$ cat config.mk
export PLATFORM = sky130hd
export DESIGN_NAME = fmadd_issue_sequencer_flat
export DESIGN_NICKNAME = d
export VERILOG_FILES = /design/src/rtl/fmadd_issue_sequencer_if.sv /design/src/rtl/fmadd_issue_sequencer.sv /design/src/flat_wrapper.sv
export SDC_FILE = /design/constraint.sdc
export NUM_CORES = 1
export LEC_CHECK = 0
export BUFFER_PORTS_ARGS = -buffer_cell sky130_fd_sc_hd__clkbuf_2
export CAP_MARGIN = 10
export CORE_MARGIN = 4
export CORE_UTILIZATION = 23
export CTS_CLUSTER_SIZE = 14
export DETAILED_ROUTE_END_ITERATION = 16
export GPL_TIMING_DRIVEN = 0
export SLEW_MARGIN = 10
export SYNTH_ARGS = -nofsm -noshare
export SYNTH_HDL_FRONTEND = slang
export SYNTH_SLANG_ARGS = --single-unit
$ cat constraint.sdc
create_clock -name clk -period 14.4 [get_ports clk]
set_input_delay 2.88 -clock clk [delete_from_list [all_inputs] [get_ports clk]]
set_output_delay 2.88 -clock clk [all_outputs]
set_load 0.05 [all_outputs]
$ cat src/rtl/fmadd_issue_sequencer_if.sv
`default_nettype none
// ============================================================================
// Module   : fmadd_issue_sequencer_if
// Brief    : Request, datapath and result signals of the FMA issue sequencer.
// Revision : 1.0 - initial release
// ============================================================================
interface fmadd_issue_sequencer_if #(
    parameter int STD = 31
);
    logic           in_valid;
    logic           in_ready;
    logic [1:0]     in_op;
    logic [2:0]     in_rm;
    logic [STD:0]   in_A;
    logic [STD:0]   in_B;
    logic [STD:0]   in_C;
    logic           flush;
    logic           dp_act;
    logic [STD:0]   dp_A;
    logic [STD:0]   dp_B;
    logic [STD:0]   dp_C;
    logic [2:0]     dp_rm;
    logic [STD:0]   dp_result;
    logic [4:0]     dp_flags;
    logic           out_valid;
    logic           out_ready;
    logic [STD:0]   out_result;
    logic [4:0]     out_flags;
    logic           busy;

    // Environment side: requester, datapath and result consumer.
    modport master (
        output in_valid, in_op, in_rm, in_A, in_B, in_C, flush,
               dp_result, dp_flags, out_ready,
        input  in_ready, dp_act, dp_A, dp_B, dp_C, dp_rm,
               out_valid, out_result, out_flags, busy
    );

    // Sequencer side.
    modport slave (
        input  in_valid, in_op, in_rm, in_A, in_B, in_C, flush,
               dp_result, dp_flags, out_ready,
        output in_ready, dp_act, dp_A, dp_B, dp_C, dp_rm,
               out_valid, out_result, out_flags, busy
    );
endinterface
`default_nettype wire

$ cat src/rtl/fmadd_issue_sequencer.sv
`default_nettype none
// ============================================================================
// Module   : fmadd_issue_sequencer
// Brief    : Issues one FMA at a time to a fixed-latency datapath and holds
//            the registered result until the consumer accepts it.
// Revision : 1.0 - initial release
// ============================================================================
module fmadd_issue_sequencer #(
    parameter int STD = 31,
    parameter int MAN = 22,
    parameter int EXP = 7,
    parameter int LAT = 3
) (
    input  wire logic               clk,
    input  wire logic               rst,
    fmadd_issue_sequencer_if.slave  bus
);
    localparam int c_SIGN = EXP + MAN + 2;
    localparam int c_CW   = $clog2(LAT + 1);
    localparam logic [c_CW-1:0] c_CNT_LOAD = c_CW'(LAT - 1);

    typedef enum logic [1:0] {
        S_IDLE = 2'd0,
        S_EXEC = 2'd1,
        S_DONE = 2'd2
    } state_t;

    state_t             r_state;
    logic [c_CW-1:0]    r_cnt;
    logic               r_dp_act;
    logic [STD:0]       r_A;
    logic [STD:0]       r_B;
    logic [STD:0]       r_C;
    logic [2:0]         r_rm;
    logic               r_out_valid;
    logic [STD:0]       r_out_result;
    logic [4:0]         r_out_flags;

    logic               w_in_ready;
    logic               w_accept;
    logic [STD:0]       w_A;
    logic [STD:0]       w_C;

    always_comb begin
        w_in_ready = ~rst & ~bus.flush &
                     ((r_state == S_IDLE) | ((r_state == S_DONE) & bus.out_ready));
        w_accept   = w_in_ready & bus.in_valid;
        // op[1] negates the product (via A), op[0] negates the addend.
        w_A          = bus.in_A;
        w_A[c_SIGN]  = bus.in_A[c_SIGN] ^ bus.in_op[1];
        w_C          = bus.in_C;
        w_C[c_SIGN]  = bus.in_C[c_SIGN] ^ bus.in_op[0];
    end

    always_ff @(posedge clk or posedge rst) begin
        if (rst) begin
            r_state      <= S_IDLE;
            r_cnt        <= '0;
            r_dp_act     <= 1'b0;
            r_A          <= '0;
            r_B          <= '0;
            r_C          <= '0;
            r_rm         <= '0;
            r_out_valid  <= 1'b0;
            r_out_result <= '0;
            r_out_flags  <= '0;
        end else if (bus.flush) begin
            r_state     <= S_IDLE;
            r_dp_act    <= 1'b0;
            r_out_valid <= 1'b0;
            r_A         <= '0;
            r_B         <= '0;
            r_C         <= '0;
            r_rm        <= '0;
        end else begin
            case (r_state)
                S_IDLE, S_DONE: begin
                    if ((r_state == S_DONE) && bus.out_ready) begin
                        r_out_valid <= 1'b0;
                        r_state     <= S_IDLE;
                    end
                    if (w_accept) begin
                        r_state  <= S_EXEC;
                        r_cnt    <= c_CNT_LOAD;
                        r_dp_act <= 1'b1;
                        r_A      <= w_A;
                        r_B      <= bus.in_B;
                        r_C      <= w_C;
                        r_rm     <= bus.in_rm;
                    end
                end
                S_EXEC: begin
                    if (r_cnt == '0) begin
                        // Operands drop to zero so the datapath idles on a clean input.
                        r_state      <= S_DONE;
                        r_dp_act     <= 1'b0;
                        r_out_valid  <= 1'b1;
                        r_out_result <= bus.dp_result;
                        r_out_flags  <= bus.dp_flags;
                        r_A          <= '0;
                        r_B          <= '0;
                        r_C          <= '0;
                        r_rm         <= '0;
                    end else begin
                        r_cnt <= r_cnt - c_CW'(1);
                    end
                end
                default: begin
                    r_state <= S_IDLE;
                end
            endcase
        end
    end

    assign bus.in_ready   = w_in_ready;
    assign bus.dp_act     = r_dp_act;
    assign bus.dp_A       = r_A;
    assign bus.dp_B       = r_B;
    assign bus.dp_C       = r_C;
    assign bus.dp_rm      = r_rm;
    assign bus.out_valid  = r_out_valid;
    assign bus.out_result = r_out_result;
    assign bus.out_flags  = r_out_flags;
    assign bus.busy       = (r_state != S_IDLE);
endmodule
`default_nettype wire

$ cat src/flat_wrapper.sv
// flat-port wrapper written by rule: the top's interface ports become plain ports
module fmadd_issue_sequencer_flat 
#(
    parameter int STD = 31,
    parameter int MAN = 22,
    parameter int EXP = 7,
    parameter int LAT = 3
)
  (clk, rst, bus_in_valid, bus_in_op, bus_in_rm, bus_in_A, bus_in_B, bus_in_C, bus_flush, bus_dp_result, bus_dp_flags, bus_out_ready, bus_in_ready, bus_dp_act, bus_dp_A, bus_dp_B, bus_dp_C, bus_dp_rm, bus_out_valid, bus_out_result, bus_out_flags, bus_busy);
  fmadd_issue_sequencer_if #(.STD(STD)) bus_i ();
  input  wire logic clk;
  input  wire logic rst;
  input wire logic [$bits(bus_i.in_valid)-1:0] bus_in_valid;
  input wire logic [$bits(bus_i.in_op)-1:0] bus_in_op;
  input wire logic [$bits(bus_i.in_rm)-1:0] bus_in_rm;
  input wire logic [$bits(bus_i.in_A)-1:0] bus_in_A;
  input wire logic [$bits(bus_i.in_B)-1:0] bus_in_B;
  input wire logic [$bits(bus_i.in_C)-1:0] bus_in_C;
  input wire logic [$bits(bus_i.flush)-1:0] bus_flush;
  input wire logic [$bits(bus_i.dp_result)-1:0] bus_dp_result;
  input wire logic [$bits(bus_i.dp_flags)-1:0] bus_dp_flags;
  input wire logic [$bits(bus_i.out_ready)-1:0] bus_out_ready;
  output wire logic [$bits(bus_i.in_ready)-1:0] bus_in_ready;
  output wire logic [$bits(bus_i.dp_act)-1:0] bus_dp_act;
  output wire logic [$bits(bus_i.dp_A)-1:0] bus_dp_A;
  output wire logic [$bits(bus_i.dp_B)-1:0] bus_dp_B;
  output wire logic [$bits(bus_i.dp_C)-1:0] bus_dp_C;
  output wire logic [$bits(bus_i.dp_rm)-1:0] bus_dp_rm;
  output wire logic [$bits(bus_i.out_valid)-1:0] bus_out_valid;
  output wire logic [$bits(bus_i.out_result)-1:0] bus_out_result;
  output wire logic [$bits(bus_i.out_flags)-1:0] bus_out_flags;
  output wire logic [$bits(bus_i.busy)-1:0] bus_busy;
  assign bus_i.in_valid = bus_in_valid;
  assign bus_i.in_op = bus_in_op;
  assign bus_i.in_rm = bus_in_rm;
  assign bus_i.in_A = bus_in_A;
  assign bus_i.in_B = bus_in_B;
  assign bus_i.in_C = bus_in_C;
  assign bus_i.flush = bus_flush;
  assign bus_i.dp_result = bus_dp_result;
  assign bus_i.dp_flags = bus_dp_flags;
  assign bus_i.out_ready = bus_out_ready;
  assign bus_in_ready = bus_i.in_ready;
  assign bus_dp_act = bus_i.dp_act;
  assign bus_dp_A = bus_i.dp_A;
  assign bus_dp_B = bus_i.dp_B;
  assign bus_dp_C = bus_i.dp_C;
  assign bus_dp_rm = bus_i.dp_rm;
  assign bus_out_valid = bus_i.out_valid;
  assign bus_out_result = bus_i.out_result;
  assign bus_out_flags = bus_i.out_flags;
  assign bus_busy = bus_i.busy;
  fmadd_issue_sequencer #(.STD(STD), .MAN(MAN), .EXP(EXP), .LAT(LAT)) u_core (.clk(clk), .rst(rst), .bus(bus_i));
endmodule
==> impl_metrics.yaml <==
placement:
  place_ws_ps: 7050
  io_buffers: 282
  hpwl_um: 16000
  gp_congestion: 0.711
  place_area_um2: 8390
min_path:
  hp-start: "u_core.bus.out_flags[4]"
  min_path_type: "reg -> reg"
power:
  ir_drop_mv: 0.0577
  p_seq_frac: 0.352
  internal_power_w: 0.000859
  leakage_nw: 5.53
  powerDensity_nw_per_um2: 162
  pwr-share-clk: 0.317
  pwr-share-comb: 0.331
  switching_share: 0.411
  power_switching_w: 0.000599
sta:
  max_slew_margin: 0.600
  fin_crit_ps: 7220
  setup_viol: 0
  min_period_over_period: 0.501
  final.setup.tns_ps: 0
  finalMaxSlewViolations: 0
  max_freq_ghz: 0.138
  holdWs_ps: 485
  tightest_slew_ps: 599
  layout_setup_ws_ps: 7180
  hold_viol: 0
  rsz0062_at_grt: "no"
  finClkSkew_ps: 10.4
clock_network:
  cts_setup_buffers: 0
  clk_pin_slew_ps: 70
  cts_hold_buffers: 0
  cts-resized-gates: 0
  clkLatencyLatePin_ps: 410
  htreeDepth: 4
  cts_buffers: 17
  clkSinkCount: 142
  root_buffer: "clkbuf_16"
  cts_buffer_depth: 2
  cts_tree: "done"
die:
  io_pins: 283
  dieHeight_um: 176
  die_w_um: 176
  fp.coreArea_um2: 27800
  die_area_um2: 30900
  rows: 61
  initial_utilization: 0.233
drt:
  vias_per_cell: 4.84
  ant_nets: 0
  wl_per_cell_um: 18.9
  drc: 0
  drtIter0Drc: 268
  drt_wl_total_um: 22000
  num_vias: 5621
  first_pass_iters: 4
worst_setup_path:
  worstSetupStartpoint: "bus_out_ready"
  worst_ep_required_time_ps: 11520
  path_class: "in -> out"
  arrival_ps: 4340
  max_stage_delay_ps: 360
  r2r-start: "u_core.r_cnt[0]"
  cp_max_fo: 10
  critPathSlowestCell: "clkbuf_2"
  cp_cell_sequence: "clkbuf_2 > and2b_1 > buf_2 > buf_2 > nor4_1 > clkbuf_2"
  endpoint_kind: "output port"
  cp-start-kind: "primary input"
synthesis:
  ys_types: 27
  synthCells: 469
  syn-num-nets: 613
  syn_area_per_cell_um2: 13.8
  seq_area_frac_synth: 0.549
  synth_warnings: 0
  ys_ff_latch: 142
  synth_area_um2: 6470
grt:
  grt_pass1_wl_um: 33300
  grt_overflow: 0
  grt_usage: 0.138
  grt_max_degree: 73
  antenna_found_initial: 3
  grt_pass1_vias: 5619
finish:
  utilization: 0.324
  drive_gt1_frac: 0.448
  antenna_cells: 0
  final_area_um2: 8990
  area_growth_pct: 39.0
  fin_nets: 915
outcome:
  outcome: "finished, final reports clean"
run:
  max_cap_viol_count: 0
## kinds of logic after synthesis
logic type,synth area share
fa+ha+maj,0.00193
compound gates,0.314
simple gates,0.0207
mux,0.0644
xor+xnor,0.00271
buf+inv,0.0474
flops,0.549
## per-layer routing
| layer | global-route usage | up-vias | part of all wire |
|---|---|---|---|
| met1 | 0.184 | 2800 | 0.44 |
| met2 | 0.215 | 256 | 0.46 |
| met5 | 0 | - | 0.0019 |
| li1 | - | 2539 | - |
| met4 | 0.0312 | 6 | 0.0083 |
| met3 | 0.0512 | 20 | 0.092 |
## sequential cells by signal (all words and copies together), names as in the netlist
register and cells:
u_core.bus.dp_A 32, u_core.bus.out_flags 5, u_core.bus.dp_act 1, u_core.bus.dp_B 32, u_core.bus.out_valid 1, u_core.r_cnt 2
u_core.bus.dp_C 32, u_core.r_state 2, u_core.bus.dp_rm 3, u_core.bus.out_result 32
## worst paths after layout
check / end / slack, ps / cells after the start
worst max-delay path: bus_in_ready / 7180 / 6
worst min-delay path: u_core.bus.out_flags[4] / 490 / 1
worst max register to register: u_core.bus.out_result[25] / 12210 / 7
worst min register to register: u_core.bus.out_flags[4] / 490 / 1
max in group asynchronous: u_core.bus.dp_B[14] / 11070 / 3
min in group asynchronous: u_core.bus.dp_C[31] / 2560 / 2
## Yosys cell counts (all sizes together)
| library cell | instances | area share |
|---|---|---|
| a211o | 1 | 0.0014 |
| a21oi | 2 | 0.0015 |
| a221o | 99 | 0.15 |
| and2 | 1 | 0.00097 |
| and2b | 1 | 0.0012 |
| buf | 34 | 0.031 |
| clkbuf | 25 | 0.015 |
| dfrtp | 142 | 0.55 |
| ha | 1 | 0.0019 |
| inv | 3 | 0.0017 |
| mux2 | 37 | 0.064 |
| nand2 | 6 | 0.0035 |
| nand2b | 3 | 0.0029 |
| nor2 | 1 | 0.00058 |
| nor2b | 3 | 0.0029 |
| nor4 | 1 | 0.00097 |
| nor4b | 1 | 0.0014 |
| nor4bb | 1 | 0.0039 |
| o211a | 100 | 0.15 |
| o21ai | 2 | 0.0015 |
| o31a | 1 | 0.0014 |
| or2 | 1 | 0.00097 |
| or4b | 1 | 0.0015 |
| xor2 | 2 | 0.0027 |
## layout by cell type, fill, tap and decap left out
master	instances
buf_6	1
clkbuf_8	2
or2_2	1
clkbuf_1	26
nor4bb_4	1
nand2_1	6
buf_16	1
buf_4	10
nor2b_1	3
clkbuf_2	282
or4b_1	1
ha_1	1
clkinvlp_4	2
o31a_1	1
and2b_1	1
buf_2	23
o211a_1	100
o21ai_0	1
xor2_1	2
dfrtp_1	142
mux2_1	37
inv_6	7
bufinv_16	2
clkbuf_16	17
inv_1	2
nor2_1	1
inv_8	2
nor4b_1	1
a21oi_1	2
o21ai_1	1
a211o_1	1
nor4_1	1
a221o_1	99
nand2b_1	3
and2_1	1
## through the flow
step,total power (W),std cells
6_report,0.00146,1162
5_1_grt,0.00153,1162
4_1_cts,0.00148,1162
3_5_place_dp,0.00101,1130
3_3_place_gp,0.00100,1129
2_1_floorplan,0.000866,469
## area by class of cell
type / instances / area [um^2]
buffer: 59 / 295
clock buffer: 20 / 457
clock inverter: 12 / 148
fill: 2880 / 18800
inverter: 3 / 18.8
multi-input combinational: 265 / 2610
sequential: 142 / 3550
tap: 378 / 473
timing repair buffer: 283 / 1440
## worst max-delay path: cells and delay by family
family,cells,cell delay (ps)
buffers and inverters,4,950
AND/OR/NAND/NOR,2,510
## power by group through the flow
stage / Sequential [W] / Combinational (W) / Clock, W
after floorplan: 0.000760 / 0.000106 / 0
after global placement: 0.000518 / 0.000484 / 0
after detailed placement: 0.000520 / 0.000488 / 0
after CTS: 0.000513 / 0.000488 / 0.000479
after global routing: 0.000523 / 0.000507 / 0.000495
final: 0.000512 / 0.000483 / 0.000463
(Power assumes the default switching activity.)
